File: src/rtl/branch_unit.sv
// Branch execution stage: one-cycle condition/target/link evaluation.
// Optional branch history table enabled by `BRANCH_BHT_EN.
module branch_unit #(
  parameter int XLEN      = 32,
  parameter int TAG_W     = 4,
  parameter int BHT_IDX_W = 6,
  parameter int OP_W      = 4
) (
  input  logic             clk,
  input  logic             rst,
  input  logic             rdy,
  input  logic             clear,
  input  logic             in_valid,
  input  logic [OP_W-1:0]  in_op,
  input  logic [XLEN-1:0]  in_reg1,
  input  logic [XLEN-1:0]  in_reg2,
  input  logic [XLEN-1:0]  in_imm,
  input  logic [XLEN-1:0]  in_pc,
  input  logic [TAG_W-1:0] in_rob_tag,
  output logic             cdb_valid,
  output logic [TAG_W-1:0] cdb_tag,
  output logic [XLEN-1:0]  cdb_data,
  output logic             rob_br_valid,
  output logic             rob_br_taken,
  output logic [XLEN-1:0]  rob_br_target,
  input  logic [XLEN-1:0]  if_pc,
  output logic             if_pred_taken
);

  localparam logic [OP_W-1:0] OP_BEQ  = OP_W'(1);
  localparam logic [OP_W-1:0] OP_BNE  = OP_W'(2);
  localparam logic [OP_W-1:0] OP_BLT  = OP_W'(3);
  localparam logic [OP_W-1:0] OP_BGE  = OP_W'(4);
  localparam logic [OP_W-1:0] OP_BLTU = OP_W'(5);
  localparam logic [OP_W-1:0] OP_BGEU = OP_W'(6);
  localparam logic [OP_W-1:0] OP_JAL  = OP_W'(7);
  localparam logic [OP_W-1:0] OP_JALR = OP_W'(8);

  logic            w_eq, w_lt, w_ltu;
  logic            w_cond, w_jump, w_jalr, w_taken;
  logic            w_fire;
  logic [XLEN-1:0] w_link, w_pc_tgt, w_jalr_tgt;
  logic [XLEN-1:0] w_target, w_data;

  logic             r_valid;
  logic [TAG_W-1:0] r_tag;
  logic [XLEN-1:0]  r_data;
  logic             r_taken;
  logic [XLEN-1:0]  r_target;

  assign w_eq       = in_reg1 == in_reg2;
  assign w_lt       = $signed(in_reg1) < $signed(in_reg2);
  assign w_ltu      = in_reg1 < in_reg2;
  assign w_link     = in_pc + XLEN'(4);
  assign w_pc_tgt   = in_pc + in_imm;
  assign w_jalr_tgt = (in_reg1 + in_imm) & ~XLEN'(1);
  assign w_fire     = rdy & ~clear & in_valid;

  always_comb begin
    w_cond  = 1'b0;
    w_jump  = 1'b0;
    w_jalr  = 1'b0;
    w_taken = 1'b0;
    unique case (in_op)
      OP_BEQ:  begin w_cond = 1'b1; w_taken = w_eq;   end
      OP_BNE:  begin w_cond = 1'b1; w_taken = ~w_eq;  end
      OP_BLT:  begin w_cond = 1'b1; w_taken = w_lt;   end
      OP_BGE:  begin w_cond = 1'b1; w_taken = ~w_lt;  end
      OP_BLTU: begin w_cond = 1'b1; w_taken = w_ltu;  end
      OP_BGEU: begin w_cond = 1'b1; w_taken = ~w_ltu; end
      OP_JAL:  begin w_jump = 1'b1; w_taken = 1'b1;   end
      OP_JALR: begin
        w_jump  = 1'b1;
        w_jalr  = 1'b1;
        w_taken = 1'b1;
      end
      default: w_taken = 1'b0;
    endcase
  end

  // Not-taken and unknown ops resolve to the fall-through address
  assign w_target = !w_taken ? w_link :
                    w_jalr   ? w_jalr_tgt : w_pc_tgt;
  assign w_data   = w_jump ? w_link : '0;

  always_ff @(posedge clk) begin
    if (rst) begin
      r_valid  <= 1'b0;
      r_tag    <= '0;
      r_data   <= '0;
      r_taken  <= 1'b0;
      r_target <= '0;
    end else if (rdy) begin
      r_valid  <= w_fire;
      r_tag    <= w_fire ? in_rob_tag : '0;
      r_data   <= w_fire ? w_data : '0;
      r_taken  <= w_fire & w_taken;
      r_target <= w_fire ? w_target : '0;
    end
  end

  assign cdb_valid     = r_valid;
  assign cdb_tag       = r_tag;
  assign cdb_data      = r_data;
  assign rob_br_valid  = r_valid;
  assign rob_br_taken  = r_taken;
  assign rob_br_target = r_target;

  logic w_unused;

`ifdef BRANCH_BHT_EN
  localparam int BHT_N = 1 << BHT_IDX_W;

  logic [1:0]           r_bht [BHT_N];
  logic [BHT_IDX_W-1:0] w_wr_idx, w_rd_idx;
  logic [1:0]           w_ctr;

  assign w_wr_idx = in_pc[BHT_IDX_W+1:2];
  assign w_rd_idx = if_pc[BHT_IDX_W+1:2];
  assign w_ctr    = r_bht[w_wr_idx];

  always_ff @(posedge clk) begin
    if (rst) begin
      for (int i = 0; i < BHT_N; i++)
        r_bht[i] <= 2'b01;
    end else if (w_fire && w_cond) begin
      if (w_taken && w_ctr != 2'b11)
        r_bht[w_wr_idx] <= w_ctr + 2'd1;
      else if (!w_taken && w_ctr != 2'b00)
        r_bht[w_wr_idx] <= w_ctr - 2'd1;
    end
  end

  // Read sees the register, so a same-cycle update is not forwarded
  assign if_pred_taken = r_bht[w_rd_idx][1];
  assign w_unused = ^{if_pc[XLEN-1:BHT_IDX_W+2],
                      if_pc[1:0]};
`else
  assign if_pred_taken = 1'b0;
  assign w_unused = ^{if_pc, w_cond};
`endif

endmodule

File: config.mk
export PLATFORM = sky130hd
export DESIGN_NAME = branch_unit
export DESIGN_NICKNAME = d
export VERILOG_FILES = /design/src/rtl/branch_unit.sv
export SDC_FILE = /design/constraint.sdc
export NUM_CORES = 1
export LEC_CHECK = 0
export CAP_MARGIN = 0
export CORE_ASPECT_RATIO = 1.5
export CORE_UTILIZATION = 35
export CTS_CLUSTER_SIZE = 25
export DETAILED_ROUTE_END_ITERATION = 6
export SLEW_MARGIN = 20
export SYNTH_ARGS = -nofsm -noshare
export SYNTH_HDL_FRONTEND = slang
export SYNTH_SLANG_ARGS = --single-unit
export TNS_END_PERCENT = 30
File: constraint.sdc
create_clock -name clk -period 4 [get_ports clk]
set_input_delay 1.2 -clock clk [delete_from_list [all_inputs] [get_ports clk]]
set_output_delay 1.2 -clock clk [all_outputs]
set_load 0.02 [all_outputs]
# Word-level counts from Yosys, hierarchy flattened
# Cells that the tools add are included.
dict set report totals {
  ff_bits 70
}
dict set report classes {
  n_reduce_logical 1
  n_mux 9
  n_bitwise 7
  n_lt_le_gt_ge 2
  n_eq_ne 9
  addsub 3
}
# cell n
set op_table {}
lappend op_table {{$mux 32} 5}
lappend op_table {{$add 32x32->32} 2}
lappend op_table {{$lt 32x32->1} 2}
lappend op_table {{$add 32x3->32 const B} 1}
lappend op_table {{$eq 32x32->1} 1}
lappend op_table {{$eq 4x3->1 const B} 4}
lappend op_table {{$eq 4x2->1 const B} 2}
lappend op_table {{$pmux 1 s7} 1}
lappend op_table {{$eq 4x1->1 const B} 1}
lappend op_table {{$eq 4x4->1 const B} 1}
lappend op_table {{$mux 4} 1}
lappend op_table {{$not 1->1} 4}
lappend op_table {{$and 1x1->1} 3}
lappend op_table {{$mux 1} 2}
lappend op_table {{$reduce_or 2->1} 1}

# Logic depth before layout (Yosys ltp)
# Gate-level depths: netlist of the first run.
dict set report logic_depth {
  ltp_word 5
  mapped_depth 13
}

# Worst setup path before layout of the first run
# OpenSTA, ideal clock, no wires.
dict set report synth_timing {
  path_type {input port to flip-flop}
  start {input port in_imm[0]}
  end {register r_target[26], in the netlist rob_br_target[26]}
  t_required_ns 3.877
  arrival_time_ns 3.454
  setup_slack_ns 0.422
  cell_stages 11
  path_cell_list {and2_1 > fa_1 > a21o_1 > a221oi_1 > o21a_1 > o21ai_1 > a21oi_1 > o21bai_1 > xor2_1 > mux2i_1 > o211ai_2}
}
dict set report synth_via {
  elab_chain_cells 4
  elab_cells_between_ends 5
  classes_between {add/sub (2); mux (3)}
}
# element line
set synth_lines {}
lappend synth_lines {{from (decl)} 17} ;# input logic [XLEN-1:0] in_imm,
lappend synth_lines {{$add 32x32->32, on equally long branches} {55, 56}}
lappend synth_lines {{$mux 32 *} 83} ;# w_jalr ? w_jalr_tgt : w_pc_tgt;
lappend synth_lines {{$mux 32 *} 82} ;# assign w_target = !w_taken ? w_link :
lappend synth_lines {{$mux 32 *} 98} ;# r_target <= w_fire ? w_target : '0;
lappend synth_lines {{to (signal assigned)} 98}
lappend synth_lines {{to (decl)} 49} ;# logic [XLEN-1:0] r_target;
# Mark *: on every way between the ends. The rest lies on a longest branch, timed or not.
# A chain may end at the register's enable or synchronous reset.

# Final worst setup path of the first run
dict set report layout_timing {
  start {input port in_reg1[19]}
  end {register r_target[13], in the netlist rob_br_target[13]}
}
dict set report layout_via {
  elab_chain_cells 5
  elab_cells_between_ends 9
  classes_between {order compare (2); eq/ne (1); mux (3); bitwise (3)}
}
# element line
set layout_lines {}
lappend layout_lines {{from (decl)} 15} ;# input logic [XLEN-1:0] in_reg1,
lappend layout_lines {{$lt 32x32->1, or another cell as far along} 53} ;# assign w_ltu = in_reg1 < in_reg2;
lappend layout_lines {{$not 1->1, on equally long branches} {70, 66, 68}}
lappend layout_lines {{$pmux 1 s7 *} 64} ;# unique case (in_op)
lappend layout_lines {{$mux 32 *} 82}
lappend layout_lines {{$mux 32 *} 98}
# Marks and branches as above.

==> impl_metrics.yaml, run 1 <==
power:
  cellLeakagePower_nw: 5.166
  powerDensity_nw_per_um2: 233.8
  ir_drop_mv: 0.2055
  p_total_mw: 2.785
timing:
  rsz0062_at_grt: "yes"
  whs_ps: 446.9
  finClkSkew_ps: 0
  fin_crit_ps: 3908
  relSlewSlack_pct: 54.47
  layout_setup_ws_ps: 92.47
  report.final.slew_viol_count: 0
  setup_viol: 0
  final_hold_viol_count: 0
  fmax_ghz: 0.2559
  worst_slew_pin_slew_ps: 683.0
  post-route-period-util_pct: 97.69
floorplanning:
  dieArea_um2: 22840
  core_um2: 21720
  fp-row-count: 66
  chipWidth_um: 123.7
  start_util_pct: 35.83
  pin_count: 245
  dieHeight_um: 184.6
clock_network:
  cts_hold_buf: 0
  cts_root_buf: "clkbuf_16"
  clk_path_buf_depth: 2
  cts.clk_slew.worst_paths_ps: 60
  cts_inserted_buffers: 9
  cts_num_sinks: 70
  clkLatencyLatePin_ps: 330
  cts_tree: "built"
  htreeDepth: 3
worst_setup_path:
  crit_slowest_cell: "clkdlybuf4s50_1"
  cp_num_buf_inv: 2
  cp_max_fo: 5
  end_kind: "register"
  arrival_ps: 4120
  slowest_delay_ps: 470
  worstPathRequired_ps: 4210
  start_kind: "primary input"
  crit_chain: "clkdlybuf4s50_1, ha_1, a21oi_1, o21ai_0, a221oi_2, a21boi_1, a2111oi_4, o311ai_4, and2_4, buf_4, a211oi_2, o21ai_1"
  criticalPathCategory: "in2reg"
  path_depth: 12
  worstRegToRegCells: 3
  crit_family: "compound AO/OA/AOI/OAI gates"
grt:
  grt_max_degree: 41
  grt_first_pass_wirelength_um: 43210
  grt.total_usage_pct: 24.84
  grt_overflow_total: 0
  first_global_vias: 8853
  antenna_found_initial: 1
logic_synthesis:
  synth_fa_ha_area_share_pct: 15.63
  ys.flop_type: "dfxtp_1"
  synthDistinctLibCells: 72
  yosys-top-cells-area: "dfxtp_1 (18%), ha_1 (15%), a21oi_1 (7.4%)"
  synthCells: 1038
  synthMuxAreaShare_pct: 1.930
  synth_top_family_by_area: "compound AO/OA/AOI/OAI gates"
  synth_xor_area_share_pct: 9.342
  synth_area_leader_cell: "dfxtp_1"
  seq_area_frac_synth_pct: 18.01
  synth_compound_area_share_pct: 27.40
  synth_simple_gate_area_share_pct: 22.43
  synth_warnings: 0
  synth.net_count: 1307
  synth_top_area_share_pct: 18.01
  avgSynthCellArea_um2: 7.496
  synth-seq-cells: 70
  synth-async-reset-ratio_pct: 0
  syn_area_um2: 7781
  synth_edf_count: 0
route:
  wire_per_inst_um: 16.89
  drtAntennaViolNets: 0
  drt_pre_antenna_iters: 4
  viasPerCell: 5.226
  drt-initial-drc-count: 358
  num_vias: 8821
  wl_um: 28520
  drc_errors: 0
place:
  dp_slack_ps: -424.1
  routabilityCongestion: 0.8975
  dp_hpwl_um: 23900
  placed_area_um2: 11400
  portBuffers: 211
final_layout:
  drive_gt1_share_pct: 18.16
  final_common_cell: "clkdlybuf4s50_1"
  nets: 1679
  utilization_pct: 54.86
  area_growth_pct: 53.11
  design_area_um2: 11910
  final_cell_mix: "clkdlybuf4s50_1 (210), buf_4 (187), a21oi_1 (112), nor2_1 (105), ha_1 (93)"
worst_hold_path:
  hold_path_class: "reg2reg"
  min_delay_path_depth: 2
job:
  maxCapViolations: 0
run_status:
  status: "finished, final reports clean"
power by group:
| group | internal (mW) | total [mW] | switching (mW) |
|---|---|---|---|
| Clock | 0.426 | 0.745 | 0.319 |
| Combinational | 0.657 | 1.32 | 0.663 |
| Sequential | 0.712 | 0.720 | 0.00845 |
registers in the layout, summed over array words and instances, names as in the netlist:
name and count:
cdb_valid 1, rob_br_target 32, cdb_tag 4, cdb_data 32
rob_br_taken 1
cell families (layout without fill, tap and decap cells):
kind of cell	count (synthesis)	count (layout)
flip-flops	70	70
AND/OR/NAND/NOR	358	359
buffers and inverters	92	468
XOR/XNOR	83	83
AO/OA/AOI/OAI	323	323
other	1	2
multiplexers	15	15
adder cells (fa/ha/maj)	96	96
final cells by class:
type / instances / area (µm²)
timing repair buffer: 400 / 3558
clock buffer: 9 / 225.2
tap: 272 / 340.3
clock inverter: 7 / 55.05
sequential: 70 / 1401
multi-input combinational: 877 / 6136
fill: 2157 / 9804
inverter: 52 / 195.2
antenna: 1 / 2.502
per-stage QoR:
stage	setup TNS, ps	cells
3_3_place_gp	-9335	1660
5_1_grt	-124.2	1687
6_report	0	1688
3_5_place_dp	-11150	1660
4_1_cts	-6.156	1679
2_1_floorplan	0	1038
final timing paths:
| kind | start | endpoint | slack, ps |
|---|---|---|---|
| setup / recovery | in_reg1[19] | rob_br_target[13] | 90 |
| hold / removal | rob_br_target[23] | rob_br_target[23] | 450 |
| setup reg to reg | cdb_data[10] | cdb_data[10] | 3260 |
| hold reg to reg | rob_br_target[23] | rob_br_target[23] | 450 |
synthesized netlist by cell type, types with 25 or more instances:
cell	number
a21o_1	31
nor2b_1	38
clkbuf_1	31
nor2_1	107
inv_1	52
xnor2_1	46
xor2_1	37
o21ai_0	44
nand3_1	40
o21ai_1	25
dfxtp_1	70
a21oi_1	115
ha_1	94
nand2_1	81
worst min-delay path: cells and delay by family (launching register included):
| kind | cells | cell delay (ps) |
|---|---|---|
| AO/OA/AOI/OAI | 1 | 50 |
| flip-flops | 1 | 310 |
| AND/OR/NAND/NOR | 1 | 50 |
per-layer routing:
layer	wire, µm	global-route usage [%]	share of wire [%]
met4	1426	11.71	5.0
met5	0	0	0
met3	768	2.475	2.7
met2	15980	50.60	56
met1	10340	23.78	36
timing repair:
item / CTS / global route
pin swaps: 1 / 14
setup buffers: 3 / 7
endpoints found under the setup margin: 19 / 33
gates resized for setup: 3 / 23
cloned: 0 / 1
Note: power is estimated with default switching activity, not from simulation.
==> run 2, diff against run 1 <==
Settings changed: CTS_CLUSTER_DIAMETER set to 40.
==> results of run 2 <==
Same layout as run 1: the final DEF is identical, and so are final timing and power.
